[src/rtl/muu_value_get_wide.sv]
// Response formatter: turns hash-table lookup results (command + value lines)
// into a framed {meta, word} stream with optional scan-mode batching.
module muu_value_get_wide #(
  parameter int MEMORY_WIDTH = 512,
  parameter int OUT_WIDTH    = 64,
  parameter int META_WIDTH   = 96,
  parameter int LEN_BITS     = 10,
  parameter int USER_BITS    = 3,
  parameter int MAX_BATCH    = 128
) (
  input  logic                          clk,
  input  logic                          rst,
  input  logic [3:0]                    cmd_op,
  input  logic [LEN_BITS-1:0]           cmd_len,
  input  logic [USER_BITS-1:0]          cmd_user,
  input  logic [META_WIDTH-1:0]         cmd_meta,
  input  logic                          cmd_valid,
  output logic                          cmd_ready,
  input  logic [MEMORY_WIDTH-1:0]       value_data,
  input  logic                          value_valid,
  output logic                          value_ready,
  output logic [META_WIDTH+OUT_WIDTH-1:0] output_data,
  output logic [7:0]                    output_user,
  output logic                          output_valid,
  output logic                          output_last,
  input  logic                          output_ready,
  input  logic                          scan_mode,
  input  logic [31:0]                   stat_data
);

  localparam int WORDS      = MEMORY_WIDTH / OUT_WIDTH;
  localparam int IDX_BITS   = (WORDS > 1) ? $clog2(WORDS) : 1;
  localparam int BATCH_BITS = $clog2(MAX_BATCH) + 1;

  localparam logic [3:0]            OP_GET       = 4'd0;
  localparam logic [3:0]            OP_SET_ACK   = 4'd1;
  localparam logic [3:0]            OP_SET_NOACK = 4'd2;
  localparam logic [3:0]            OP_DROP      = 4'd3;
  localparam logic [31:0]           CLOSE_WORD   = 32'hFEEBDAED;
  localparam logic [IDX_BITS-1:0]   IDX_LAST     = IDX_BITS'(WORDS - 1);
  localparam logic [BATCH_BITS-1:0] BATCH_LAST   = BATCH_BITS'(MAX_BATCH - 1);
  localparam logic [LEN_BITS:0]     LINE_ROUND   = (LEN_BITS + 1)'(WORDS - 1);
  localparam logic [LEN_BITS:0]     LINE_DIV     = (LEN_BITS + 1)'(WORDS);

  typedef enum logic [2:0] {
    S_IDLE,
    S_HEADER,
    S_STAT,
    S_VALUE,
    S_DROP
  } state_t;

  state_t                  state;
  logic [3:0]              op_q;
  logic [LEN_BITS-1:0]     len_q;
  logic [USER_BITS-1:0]    user_q;
  logic [META_WIDTH-1:0]   meta_q;
  logic [LEN_BITS-1:0]     cnt;
  logic [IDX_BITS-1:0]     idx;
  logic [LEN_BITS:0]       drop_left;
  logic [BATCH_BITS-1:0]   batch_cnt;
  logic                    scanning;

  logic                    slot_free;
  logic                    close_pending;
  logic                    close_fire;
  logic                    value_fire;
  logic                    final_word;
  logic [LEN_BITS-1:0]     hdr_len;
  logic [OUT_WIDTH-1:0]    header_word;
  logic [LEN_BITS:0]       drop_lines;
  logic [OUT_WIDTH-1:0]    line_words [WORDS];

  logic                    load;
  logic                    load_natural_last;
  logic                    load_close;
  logic                    load_last;
  logic [OUT_WIDTH-1:0]    load_word;

  always_comb begin
    for (int k = 0; k < WORDS; k++) begin
      line_words[k] = value_data[k*OUT_WIDTH +: OUT_WIDTH];
    end
  end

  assign slot_free     = !output_valid || output_ready;
  // A falling scan_mode closes the open batch before any new command is taken.
  assign close_pending = scanning && !scan_mode && (state == S_IDLE);
  assign close_fire    = close_pending && slot_free;
  assign cmd_ready     = !rst && cmd_valid && (state == S_IDLE) && slot_free && !close_pending;
  assign value_fire    = (state == S_VALUE) && slot_free && value_valid;
  assign final_word    = (cnt == len_q - 1'b1);
  assign value_ready   = (value_fire && ((idx == IDX_LAST) || final_word)) ||
                         ((state == S_DROP) && value_valid);

  assign hdr_len     = (op_q == OP_GET) ? len_q : '0;
  assign header_word = OUT_WIDTH'({hdr_len, op_q, 16'hFFFF});
  assign drop_lines  = ({1'b0, cmd_len} + LINE_ROUND) / LINE_DIV;

  // NOTE: every output of a combinational block gets a default first so no
  // path leaves it unassigned and infers a latch.
  always_comb begin
    load              = 1'b0;
    load_natural_last = 1'b0;
    load_close        = 1'b0;
    load_word         = '0;
    case (state)
      S_IDLE: begin
        if (close_fire) begin
          load       = 1'b1;
          load_close = 1'b1;
          load_word  = OUT_WIDTH'(CLOSE_WORD);
        end
      end
      S_HEADER: begin
        if (slot_free) begin
          load              = 1'b1;
          load_word         = header_word;
          load_natural_last = !(((op_q == OP_GET) && (len_q != '0)) || (op_q == OP_SET_ACK));
        end
      end
      S_STAT: begin
        if (slot_free) begin
          load              = 1'b1;
          load_word         = OUT_WIDTH'(stat_data);
          load_natural_last = 1'b1;
        end
      end
      S_VALUE: begin
        if (value_fire) begin
          load              = 1'b1;
          load_word         = line_words[idx];
          load_natural_last = final_word;
        end
      end
      default: ;
    endcase
    load_last = load_close || (scanning ? (batch_cnt >= BATCH_LAST) : load_natural_last);
  end

  // NOTE: all state below uses non-blocking assignments so every register
  // samples the pre-edge values, independent of statement order.
  always_ff @(posedge clk or posedge rst) begin
    if (rst) begin
      state        <= S_IDLE;
      op_q         <= '0;
      len_q        <= '0;
      user_q       <= '0;
      meta_q       <= '0;
      cnt          <= '0;
      idx          <= '0;
      drop_left    <= '0;
      batch_cnt    <= '0;
      scanning     <= 1'b0;
      output_valid <= 1'b0;
      output_last  <= 1'b0;
      output_data  <= '0;
      output_user  <= '0;
    end else begin
      if (load) begin
        output_valid <= 1'b1;
        output_last  <= load_last;
        output_data  <= {meta_q, load_word};
        output_user  <= 8'(user_q);
        if (scanning) begin
          batch_cnt <= load_last ? '0 : batch_cnt + 1'b1;
        end
      end else if (output_ready) begin
        output_valid <= 1'b0;
        output_last  <= 1'b0;
      end

      case (state)
        S_IDLE: begin
          if (scan_mode) begin
            scanning <= 1'b1;
          end else if (close_fire) begin
            scanning <= 1'b0;
          end
          if (cmd_ready) begin
            op_q      <= cmd_op;
            len_q     <= cmd_len;
            user_q    <= cmd_user;
            meta_q    <= cmd_meta;
            cnt       <= '0;
            idx       <= '0;
            drop_left <= drop_lines;
            state     <= (cmd_op == OP_SET_NOACK) ? S_IDLE : S_HEADER;
          end
        end
        S_HEADER: begin
          if (slot_free) begin
            if ((op_q == OP_GET) && (len_q != '0)) begin
              state <= S_VALUE;
            end else if (op_q == OP_SET_ACK) begin
              state <= S_STAT;
            end else if ((op_q == OP_DROP) && (len_q != '0)) begin
              state <= S_DROP;
            end else begin
              state <= S_IDLE;
            end
          end
        end
        S_STAT: begin
          if (slot_free) begin
            state <= S_IDLE;
          end
        end
        S_VALUE: begin
          if (value_fire) begin
            cnt <= cnt + 1'b1;
            idx <= (idx == IDX_LAST) ? '0 : idx + 1'b1;
            if (final_word) begin
              state <= S_IDLE;
            end
          end
        end
        S_DROP: begin
          if (value_valid) begin
            drop_left <= drop_left - 1'b1;
            if (drop_left == (LEN_BITS + 1)'(1)) begin
              state <= S_IDLE;
            end
          end
        end
        default: state <= S_IDLE;
      endcase
    end
  end

endmodule

[config.mk]
export PLATFORM = sky130hd
export DESIGN_NAME = muu_value_get_wide
export DESIGN_NICKNAME = d
export VERILOG_FILES = /design/src/rtl/muu_value_get_wide.sv
export SDC_FILE = /design/constraint.sdc
export NUM_CORES = 1
export LEC_CHECK = 0
export ABC_CLOCK_PERIOD_IN_PS = 10600
export BUFFER_PORTS_ARGS = -buffer_cell sky130_fd_sc_hd__clkbuf_2
export CAP_MARGIN = 20
export CORE_AREA = 2 2 326 328
export DETAILED_ROUTE_END_ITERATION = 8
export DIE_AREA = 0 0 328 330
export HOLD_SLACK_MARGIN = 0.12
export PLACE_DENSITY = 0.4
export SETUP_SLACK_MARGIN = 0.5
export SYNTH_ARGS = -nofsm -noshare
export SYNTH_HDL_FRONTEND = slang
export SYNTH_SLANG_ARGS = --single-unit
[constraint.sdc]
create_clock -name clk -period 10.6 [get_ports clk]
set_input_delay 0.53 -clock clk [delete_from_list [all_inputs] [get_ports clk]]
set_output_delay 0.53 -clock clk [all_outputs]
set_load 0.03 [all_outputs]
==> qor.csv, run 1 <==
stage,metric,value,unit
place,port_buffers,829,
clocking,clkTransAtPathRegs,60,ps
drt,avgRoutedWirePerCell,24.05,um
clocking,cts_tree,built,
setup_path,path_cells,dlygate4sd3_1 > clkbuf_2 > nand2b_1 > nor4_1 > nand2_4 > buf_4 > inv_4 > clkbuf_2,
clocking,cts_resized,0,
hold_path,min_from,stat_data[13],
logic_synthesis,synth_seq_area_share,46.54,%
finish,drive_gt1_share,41.44,%
global_routing,grt_max_degree,150,
global_routing,grt_pass1_vias,17115,
floorplanning,die_h,330,um
place,dpl.hpwl,76760,um
hold_path,whs_endpoint,output_data[13],
sta,finalSetupViolations,0,
sta,hold_violations,0,
job,drv_cap,0,
floorplanning,start_util,16.13,%
clocking,htreeDepth,2,
logic_synthesis,synth_area_leaders,"dfrtp_1 (47%), mux4_2 (17%), nand2_1 (15%)",
setup_path,cpPeakStageDelay,760,ps
setup_path,crit_path_frequent_cell,clkbuf_2,
floorplanning,core-area,104700,um^2
sta,rsz0062_at_grt,no,
clocking,cts_setup_buffers,0,
pwr,p_leak,12.14,nW
finish,area_delta_synth_final,47.64,%
sta,skew,12.50,ps
sta,worst_slew_pin_slew,1112,ps
logic_synthesis,syn_inst,1690,
logic_synthesis,ys_ff_latch,314,
global_routing,grt_usage,17.20,%
logic_synthesis,ys_warn_count,0,
pwr,p_per_area,280.8,nW/um^2
logic_synthesis,yosysTopAreaCellShare,46.54,%
setup_path,arrival,3690,ps
finish,postLayoutCoreUtil,23.82,%
setup_path,r2r_end,meta_q[83],
pwr,vdd_ir_drop_max,140.5,uV
drt,drt-initial-drc-count,1135,
drt,via_per_inst,4.156,
outcome,status,completed,
setup_path,required,10070,ps
sta,fmax,236.7,MHz
setup_path,startpoint,rst,
logic_synthesis,ys_types,67,
setup_path,worstSetupPathType,in -> out,
global_routing,antenna_found_initial,71,
setup_path,worstRegToRegCells,8,
floorplanning,die_w,328,um
drt,vias,16683,
setup_path,crit_path_top_delay_cell,inv_4,
drt,drt_wl_total,96530,um
sta,fin_setup_tns,0,ps
finish,mostFrequentLayoutCell,clkbuf_2,
finish,fillers,11521,
setup_path,rrSetupSlack,6840,ps
clocking,cts_buffer_depth,3,
floorplanning,ioPinCount,835,
setup_path,cp-end-kind,output pin,
logic_synthesis,netlist_area,16880,um^2
logic_synthesis,synth-edff-count,0,
setup_path,worstPathMaxFanout,72,
clocking,numCtsBuffers,42,
finish,regArea,7869,um^2
setup_path,crit_family,buffers and inverters,
logic_synthesis,synthFlopType,dfrtp_1,
clocking,clock-sinks,314,
setup_path,r2r-start,scanning,
drt,drtAntennaViolNets,0,
clocking,cts-root-buf,clkbuf_16,
drt,drtPass1Iterations,7,
global_routing,grt_pass1_wl,131700,um
logic_synthesis,async_reset_ff_share,100.0,%
sta,hold_ws,186.0,ps
sta,maxSlewHeadroom,25.87,%
floorplanning,num_rows,119,
sta,timing.final.crit_share,39.85,%
finish,final_cell_mix,"clkbuf_2 (829), nand2_1 (696), dfrtp_1 (311), mux4_2 (128), dlygate4sd3_1 (100)",
logic_synthesis,avgSynthCellArea,9.990,um^2
global_routing,overflow,0,
hold_path,min_path_type,in -> reg,
finish,multi_input_area,8519,um^2
floorplanning,dieArea,108200,um^2
setup_path,critPathLaunchType,input port,
setup_path,path_buf_inv,5,
drt,drc_errors,0,
sta,final_max_slew_viol_count,0,
sta,fin_crit,4224,ps
hold_path,whs_path_depth,3,
place,place.gp.congestion,0.8963,
finish,fin_nets,3241,
logic_synthesis,yosysTopAreaCell,dfrtp_1,
clocking,clock_latency,580,ps
through the flow:
| stage | std cells | worst slack (ps) | power [mW] | cell area [um^2] |
|---|---|---|---|---|
| global placement | 3818 | 6323 | 5.628 | 22540 |
| detailed placement | 3818 | 6428 | 5.628 | 22540 |
| CTS | 3990 | 6373 | 7.150 | 24870 |
| global route | 4008 | 6138 | 7.497 | 24910 |
| floorplan | 1694 | 1384 | 4.374 | 16900 |
| finish | 4014 | 6376 | 6.999 | 24930 |
flip-flops by register name (all words and copies together), names as in the netlist:
register,cells
output_data,160
meta_q,96
drop_left,11
cnt,10
len_q,10
batch_cnt,8
op_q,4
idx,3
output_user,3
state,3
user_q,3
output_last,1
output_valid,1
scanning,1
cells in the mapped netlist (4+ instances only):
| cell type | number |
|---|---|
| nand2_1 | 697 |
| dfrtp_1 | 314 |
| mux4_2 | 128 |
| o21ai_0 | 74 |
| clkbuf_1 | 65 |
| nor2_1 | 61 |
| mux2i_1 | 52 |
| buf_2 | 41 |
| a221oi_1 | 28 |
| a21oi_1 | 19 |
| xnor2_1 | 19 |
| mux2_2 | 14 |
| inv_1 | 13 |
| nand3_1 | 11 |
| o21a_1 | 11 |
| buf_1 | 10 |
| nor3_1 | 10 |
| nor4_1 | 10 |
| nand4_1 | 9 |
| xor2_1 | 9 |
| ha_1 | 7 |
| a21o_1 | 6 |
| buf_4 | 5 |
| or4_1 | 5 |
| a31oi_1 | 4 |
| and3_1 | 4 |
| nand2b_1 | 4 |
| or3_1 | 4 |
area by class of cell:
cell class | instances | share of cell area, %
Clock buffer | 64 | 4.949
Multi-Input combinational cell | 1246 | 34.18
Timing Repair Buffer | 954 | 21.46
Antenna cell | 24 | 0.2409
Tap cell | 1391 | 6.982
Sequential cell | 314 | 31.57
Inverter | 13 | 0.2359
Clock inverter | 8 | 0.3865
worst min-delay path: stages:
cell and delay (ps):
clkbuf_2 80, a221oi_1 60, o21ai_0 70
repair_timing:
item                                   in CTS  in global routing
endpoints found under the hold margin     170                  0
setup endpoints to repair                   0                  0
hold buffers                              100                  0
how the worst max path moves through the flow:
stage	slack, ps	cells past startpoint	endpoint
2_1_floorplan	1380	1	batch_cnt[0]
3_3_place_gp	6320	6	output_data[16]
3_5_place_dp	6430	6	output_data[16]
4_1_cts	6370	8	cmd_ready
5_1_grt	6140	8	cmd_ready
6_report	6380	8	cmd_ready
logic make-up (layout without fill, tap and decap cells):
logic type      after synthesis  after routing  synth area share [%]
xor+xnor                     28             28                 1.453
compound gates              174            174                 6.922
buf+inv                     134           1039                 3.394
flops                       314            314                 46.54
simple gates                838            838                 20.06
mux                         194            194                 21.09
fa+ha+maj                     7              7                0.5187
other cells                   1             29               0.02221
power breakdown:
part | internal (mW) | switching (mW)
sequential | 1.74 | 0.456
clock | 0.826 | 0.603
combinational | 1.24 | 2.13
routing by layer:
metal / routed length (um) / global-route usage [%] / part of all wire (%) / up-vias
met2: 44500 / 26.86 / 46 / 717
met3: 9085 / 6.900 / 9.4 / 186
met4: 3834 / 7.918 / 4.0 / 52
met5: 340 / 0 / 0.35 / -
met1: 38770 / 20.70 / 40 / 8088
li1: - / - / - / 7640
Power figures use the tool's default switching activity.
==> run 2, diff against run 1 <==
--- a/config.mk
+++ b/config.mk
@@ -5,7 +5,7 @@
 export SDC_FILE = /design/constraint.sdc
 export NUM_CORES = 1
 export LEC_CHECK = 0
-export ABC_CLOCK_PERIOD_IN_PS = 10600
+export ABC_CLOCK_PERIOD_IN_PS = 4250
 export BUFFER_PORTS_ARGS = -buffer_cell sky130_fd_sc_hd__clkbuf_2
 export CAP_MARGIN = 20
 export CORE_AREA = 2 2 326 328
==> constraint.sdc (replaced) <==
create_clock -name clk -period 4.25 [get_ports clk]
set_input_delay 0.2125 -clock clk [delete_from_list [all_inputs] [get_ports clk]]
set_output_delay 0.2125 -clock clk [all_outputs]
set_load 0.03 [all_outputs]
==> qor.csv, run 2 (same netlist as run 1, synthesis figures left out) <==
stage,metric,value,unit,change
outcome,status,completed,,unchanged
clocking,clock_latency,610,ps,was 580 ps
drt,via_per_inst,4.125,,was 4.156
setup_path,r2r_end,output_data[49],,was meta_q[83]
job,drv_cap,0,,unchanged
floorplanning,die_h,330,um,unchanged
finish,final_cell_mix,"clkbuf_2 (829), nand2_1 (696), dfrtp_1 (311), dlygate4sd3_1 (232), mux4_2 (128)",,"was clkbuf_2 (829), nand2_1 (696), dfrtp_1 (311), mux4_2 (128), dlygate4sd3_1 (100)"
drt,drc_errors,0,,unchanged
place,place.gp.congestion,0.8922,,was 0.8963
floorplanning,dieArea,108200,um^2,unchanged
pwr,finalPower,18.40,mW,was 6.999 mW
drt,vias,17162,,"was 16,683"
clocking,hold_buffers,232,,was 100
clocking,cts_setup_buffers,0,,unchanged
sta,final_max_slew_viol_count,0,,unchanged
setup_path,worstPathMaxFanout,62,,was 72
finish,largestRegisters,"output_data: 160 flops, meta_q: 96 flops, drop_left: 11 flops",,unchanged
setup_path,required,4700,ps,"was 10,070 ps"
setup_path,arrival,3910,ps,was 3690 ps
clocking,cts_resized,0,,unchanged
sta,hold_violations,0,,unchanged
pwr,p_per_area,691.3,nW/um^2,was 280.8 nW/um^2
floorplanning,start_util,16.13,%,unchanged
sta,fmax,289.3,MHz,
setup_path,cpPeakStageDelay,820,ps,was 760 ps
global_routing,grt_max_degree,116,,was 150
drt,avgRoutedWirePerCell,23.01,um,was 24.05 um
pwr,p_leak,12.86,nW,was 12.14 nW
place,dpl.hpwl,76550,um,"was 76,760 um"
hold_path,whs_endpoint,output_data[39],,was output_data[13]
global_routing,antenna_found_initial,73,,was 71
global_routing,grt_usage,17.10,%,was 17.20%
hold_path,whs_path_depth,4,,was 3
sta,rsz0062_at_grt,no,,unchanged
setup_path,crit_path_frequent_cell,dlygate4sd3_1,,was clkbuf_2
clocking,cts_buffer_depth,3,,unchanged
drt,drt-initial-drc-count,1063,,"was 1,135"
setup_path,path_cells,buf_12 > mux4_2 > dlygate4sd3_1 > mux2i_1 > dlygate4sd3_1 > o21ai_0,,was dlygate4sd3_1 > clkbuf_2 > nand2b_1 > nor4_1 > nand2_4 > buf_4 > inv_4 > clkbuf_2
floorplanning,ioPinCount,835,,unchanged
clocking,clock-sinks,314,,unchanged
hold_path,min_from,value_data[423],,was stat_data[13]
drt,drt_wl_total,95730,um,"was 96,530 um"
global_routing,overflow,0,,unchanged
place,port_buffers,829,,unchanged
setup_path,critPathLaunchType,flip-flop,,was input port
setup_path,worstSetupPathType,reg -> reg,,was in -> out
clocking,clkTransAtPathRegs,50,ps,was 60 ps
sta,fin_crit,3457,ps,
setup_path,r2r-start,idx[0],,was scanning
finish,largest_register_ffs,160,,unchanged
finish,drive_gt1_share,39.69,%,was 41.44%
sta,timing.final.crit_share,81.34,%,
setup_path,rrSetupSlack,790,ps,was 6840 ps
sta,finalSetupViolations,0,,unchanged
sta,skew,33.22,ps,was 12.50 ps
floorplanning,die_w,328,um,unchanged
clocking,htreeDepth,2,,unchanged
setup_path,cp-end-kind,flip-flop,,was output pin
setup_path,worstRegToRegCells,6,,was 8
global_routing,grt_pass1_vias,17414,,"was 17,115"
floorplanning,num_rows,119,,unchanged
clocking,cts-root-buf,clkbuf_16,,unchanged
sta,worst_slew_pin_slew,1028,ps,was 1112 ps
place,pre_cts_ws,1187,ps,was 6428 ps
global_routing,grt_pass1_wl,130800,um,"was 131,700 um"
finish,mostFrequentLayoutCell,clkbuf_2,,unchanged
floorplanning,core-area,104700,um^2,unchanged
drt,drtPass1Iterations,5,,was 7
sta,setup_ws,793.0,ps,was 6376 ps
pwr,vdd_ir_drop_max,286.7,uV,was 140.5 uV
finish,regMostFlops,output_data,,unchanged
hold_path,min_path_type,in -> reg,,unchanged
finish,area_delta_synth_final,57.63,%,was 47.64%
drt,drtAntennaViolNets,0,,unchanged
setup_path,crit_path_top_delay_cell,dfrtp_4,,was inv_4
sta,maxSlewHeadroom,30.98,%,was 25.87%
clocking,numCtsBuffers,44,,was 42
finish,fin_nets,3381,,"was 3,241"
clocking,cts_tree,built,,unchanged
run 2: changes by cell type in the layout (fill, tap and decap cells not counted), sizes merged:
cell         before  now
buf              25   31
inv              14   13
clkinv            4    7
bufinv            1    6
diode            24   23
dlygate4sd3     100  232
clkbuf          893  895
run 2: metrics by stage:
stage | util (%) | hold slack (ps) | TNS (ps) | std cells | area, um^2
finish | 25.43 | 178.7 | 0 | 4160 | 26610
global route | 25.40 | 174.1 | 0 | 4150 | 26590
CTS | 25.37 | 123.8 | 0 | 4137 | 26560
detailed placement | 21.66 | 407.3 | 0 | 3824 | 22670
global placement | 21.66 | 406.2 | 0 | 3824 | 22670
floorplan | - | 317.9 | -45650 | 1694 | 16900
run 2: worst max path at each step:
stage | start | endpoint | slack [ps]
detailed placement | output_valid | output_data[16] | 1190
CTS | len_q[0] | value_ready | 750
global route | idx[0] | output_data[49] | 530
floorplan | rst | batch_cnt[0] | -150
finish | idx[0] | output_data[49] | 790
global placement | output_valid | output_data[16] | 1320
run 2: final cells by class:
| type | instances | area (um^2) |
|---|---|---|
| Clock inverter | 15 | 275.3 |
| Timing Repair Buffer | 1092 | 6817 |
| Tap cell | 1391 | 1740 |
| Antenna cell | 23 | 57.56 |
| Multi-Input combinational cell | 1246 | 8516 |
| Sequential cell | 314 | 7869 |
| Inverter | 13 | 55.05 |
| Fill cell | 11463 | 78060 |
| Clock buffer | 66 | 1285 |
run 2: critical path, delay by kind of cell (launching register included):
family,cells,cell delay [ps]
buffers and inverters,3,1580
AO/OA/AOI/OAI,1,80
flip-flops,1,820
multiplexers,2,690
run 2: layer usage:
layer  global-route usage, %  wire (um)
met5                       0        343
met4                   6.751       3019
met3                   6.564       9374
met2                   27.85      45930
met1                   20.25      37060
run 2: where the power goes:
group / switching, mW / internal [mW] / total [mW]
logic: 5.28 / 3.58 / 8.86
registers: 1.17 / 4.34 / 5.51
clock network: 1.56 / 2.47 / 4.03
total: 8.01 / 10.4 / 18.4
==> run 3, diff against run 2 <==
--- a/config.mk
+++ b/config.mk
@@ -5,14 +5,14 @@
 export SDC_FILE = /design/constraint.sdc
 export NUM_CORES = 1
 export LEC_CHECK = 0
-export ABC_CLOCK_PERIOD_IN_PS = 4250
+export ABC_CLOCK_PERIOD_IN_PS = 3000
 export BUFFER_PORTS_ARGS = -buffer_cell sky130_fd_sc_hd__clkbuf_2
 export CAP_MARGIN = 20
-export CORE_AREA = 2 2 326 328
+export CORE_AREA = 2 2 325 327
 export DETAILED_ROUTE_END_ITERATION = 8
-export DIE_AREA = 0 0 328 330
+export DIE_AREA = 0 0 327 329
 export HOLD_SLACK_MARGIN = 0.12
-export PLACE_DENSITY = 0.4
+export PLACE_DENSITY = 0.41
 export SETUP_SLACK_MARGIN = 0.5
 export SYNTH_ARGS = -nofsm -noshare
 export SYNTH_HDL_FRONTEND = slang
==> constraint.sdc (replaced) <==
create_clock -name clk -period 3 [get_ports clk]
set_input_delay 0.15 -clock clk [delete_from_list [all_inputs] [get_ports clk]]
set_output_delay 0.15 -clock clk [all_outputs]
set_load 0.03 [all_outputs]
==> qor.csv, run 3 (same netlist as run 1, synthesis figures left out) <==
stage,metric,value,unit,change
outcome,status,completed,,unchanged
floorplanning,num_rows,119,,unchanged
finish,final_cells,4329,,"was 4,160"
drt,via_per_inst,4.188,,was 4.125
clocking,cts-root-buf,clkbuf_16,,unchanged
clocking,clock-sinks,314,,unchanged
floorplanning,ioPinCount,835,,unchanged
sta,fmax,340.0,MHz,
clocking,htreeDepth,2,,unchanged
hold_path,min_path_type,in -> reg,,unchanged
clocking,numCtsBuffers,44,,unchanged
drt,drc_errors,0,,unchanged
global_routing,grt_pass1_vias,18238,,"was 17,414"
place,port_buffers,829,,unchanged
sta,worst_slew_pin_slew,974.3,ps,was 1028 ps
sta,skew,20.80,ps,was 33.22 ps
global_routing,grt_max_degree,93,,was 116
place,place_area,23080,um^2,"was 22,670 um^2"
finish,final_cell_mix,"clkbuf_2 (827), nand2_1 (695), dlygate4sd3_1 (323), dfrtp_1 (308), mux4_2 (128)",,"was clkbuf_2 (829), nand2_1 (696), dfrtp_1 (311), dlygate4sd3_1 (232), mux4_2 (128)"
global_routing,grt_use_met2,30.68,%,was 27.85%
drt,drt-initial-drc-count,945,,"was 1,063"
clocking,clkTransAtPathRegs,60,ps,was 50 ps
clocking,cts_tree,built,,unchanged
drt,vias,18130,,"was 17,162"
finish,stdcell_area,28340,um^2,"was 26,610 um^2"
global_routing,overflow,0,,unchanged
drt,avgRoutedWirePerCell,24.35,um,was 23.01 um
global_routing,grt_use_met1,22.65,%,was 20.25%
finish,drive_gt1_share,40.53,%,was 39.69%
finish,fin_nets,3535,,"was 3,381"
place,dpl.cell_count,3862,,"was 3,824"
drt,drtAntennaViolNets,0,,unchanged
setup_path,arrival,2790,ps,was 3910 ps
global_routing,busiest_layer,met2,,unchanged
sta,hold_violations,0,,unchanged
pwr,vdd_ir_drop_max,478.9,uV,was 286.7 uV
floorplanning,start_util,16.18,%,was 16.13%
global_routing,grt_usage,18.80,%,was 17.10%
floorplanning,die_w,327,um,was 328 um
global_routing,grt_pass1_wl,142800,um,"was 130,800 um"
clocking,cts_buffer_depth,3,,unchanged
drt,drtPass1Iterations,5,,unchanged
setup_path,critPathLaunchType,flip-flop,,unchanged
job,drv_cap,0,,unchanged
sta,timing.final.crit_share,98.05,%,
finish,mostFrequentLayoutCell,clkbuf_2,,unchanged
finish,regMostFlops,output_data,,unchanged
finish,area_delta_synth_final,67.86,%,was 57.63%
sta,maxSlewHeadroom,35.04,%,was 30.98%
pwr,p_leak,13.61,nW,was 12.86 nW
finish,largest_register_ffs,160,,unchanged
setup_path,required,2850,ps,was 4700 ps
sta,final_max_slew_viol_count,0,,unchanged
clocking,clock_latency,590,ps,was 610 ps
sta,hold_ws,157.5,ps,was 178.7 ps
drt,drt_wl_total,105400,um,"was 95,730 um"
global_routing,met3_usage,5.600,%,was 6.564%
place,dpl.hpwl,83950,um,"was 76,550 um"
sta,finalSetupViolations,0,,unchanged
sta,setup_ws,58.41,ps,was 793.0 ps
place,pre_cts_ws,-119.6,ps,was 1187 ps
floorplanning,die_h,329,um,was 330 um
pwr,p_per_area,947.5,nW/um^2,was 691.3 nW/um^2
setup_path,cp-end-kind,output pin,,was flip-flop
floorplanning,core-area,104400,um^2,"was 104,700 um^2"
floorplanning,dieArea,107600,um^2,"was 108,200 um^2"
global_routing,antenna_found_initial,89,,was 73
setup_path,worstSetupPathType,reg -> out,,was reg -> reg
setup_path,worstPathMaxFanout,3,,was 62
place,place.gp.congestion,0.9112,,was 0.8922
sta,rsz0062_at_grt,yes,,was no
sta,fin_crit,2942,ps,
finish,largestRegisters,"output_data: 160 flops, meta_q: 96 flops, drop_left: 11 flops",,unchanged
==> run 3: cell types whose count changed in the layout (fill, tap and decap cells not counted), moves of 4 or more <==
cell	previous run	this run
dlygate4sd3_1	232	323
buf_4	22	67
diode_2	23	39
buf_12	9	18
a221oi_1	28	24
buf_16	0	4
==> run 3: final timing paths <==
path / startpoint / end / slack, ps / cells after the start
max in group asynchronous: rst / user_q[0] / 1880 / 4
min reg2reg: meta_q[43] / output_data[107] / 460 / 2
max: len_q[6] / value_ready / 60 / 8
min: stat_data[16] / output_data[16] / 160 / 5
min in group asynchronous: rst / drop_left[8] / 220 / 3
max reg2reg: idx[0] / output_data[47] / 600 / 5
==> run 3: repair_timing <==
item | in CTS | in global routing
hold endpoints to repair | 291 | 0
pin swaps | 8 | 8
gates resized for setup | 23 | 17
cloned | 1 | 2
buffers inserted | 9 | 13
hold buffers | 323 | 0
endpoints found under the setup margin | 6 | 53
==> run 3: per-stage QoR <==
stage | setup TNS [ps] | power [mW] | util (%)
floorplan | -418520 | 15.46 | -
global placement | -196.3 | 20.30 | 22.12
detailed placement | -204.1 | 20.37 | 22.12
CTS | -70.10 | 26.94 | 26.82
global route | -76.85 | 28.67 | 27.12
finish | 0 | 26.85 | 27.15
==> run 3: critical path, stage by stage (launching register included) <==
cell and delay [ps]:
dfrtp_2 420, nor3_4 230, nand3_2 110, buf_6 130
or3b_1 350, a31o_1 260, a211oi_2 300, a221o_2 260
buf_8 140
==> run 3: where the power goes <==
group          total [mW]  switching (mW)  internal [mW]
clock                5.51            2.16           3.36
combinational        13.9            8.27           5.60
sequential           7.46            1.30           6.16
==> run 3: area by class of cell <==
cell class	count	area, um^2
fill	11246	76030
tap	1391	1740
timing repair inverter	1	8.758
sequential	314	7873
multi-input combinational	1247	8656
timing repair buffer	1244	8409
clock inverter	17	227.7
inverter	13	65.06
antenna	39	97.59
clock buffer	63	1264
==> run 3: layer usage <==
metal,vias to the layer above,wire (um)
met5,-,209
met4,32,5894
met3,230,7844
met2,760,49230
met1,8854,42220
li1,8254,-
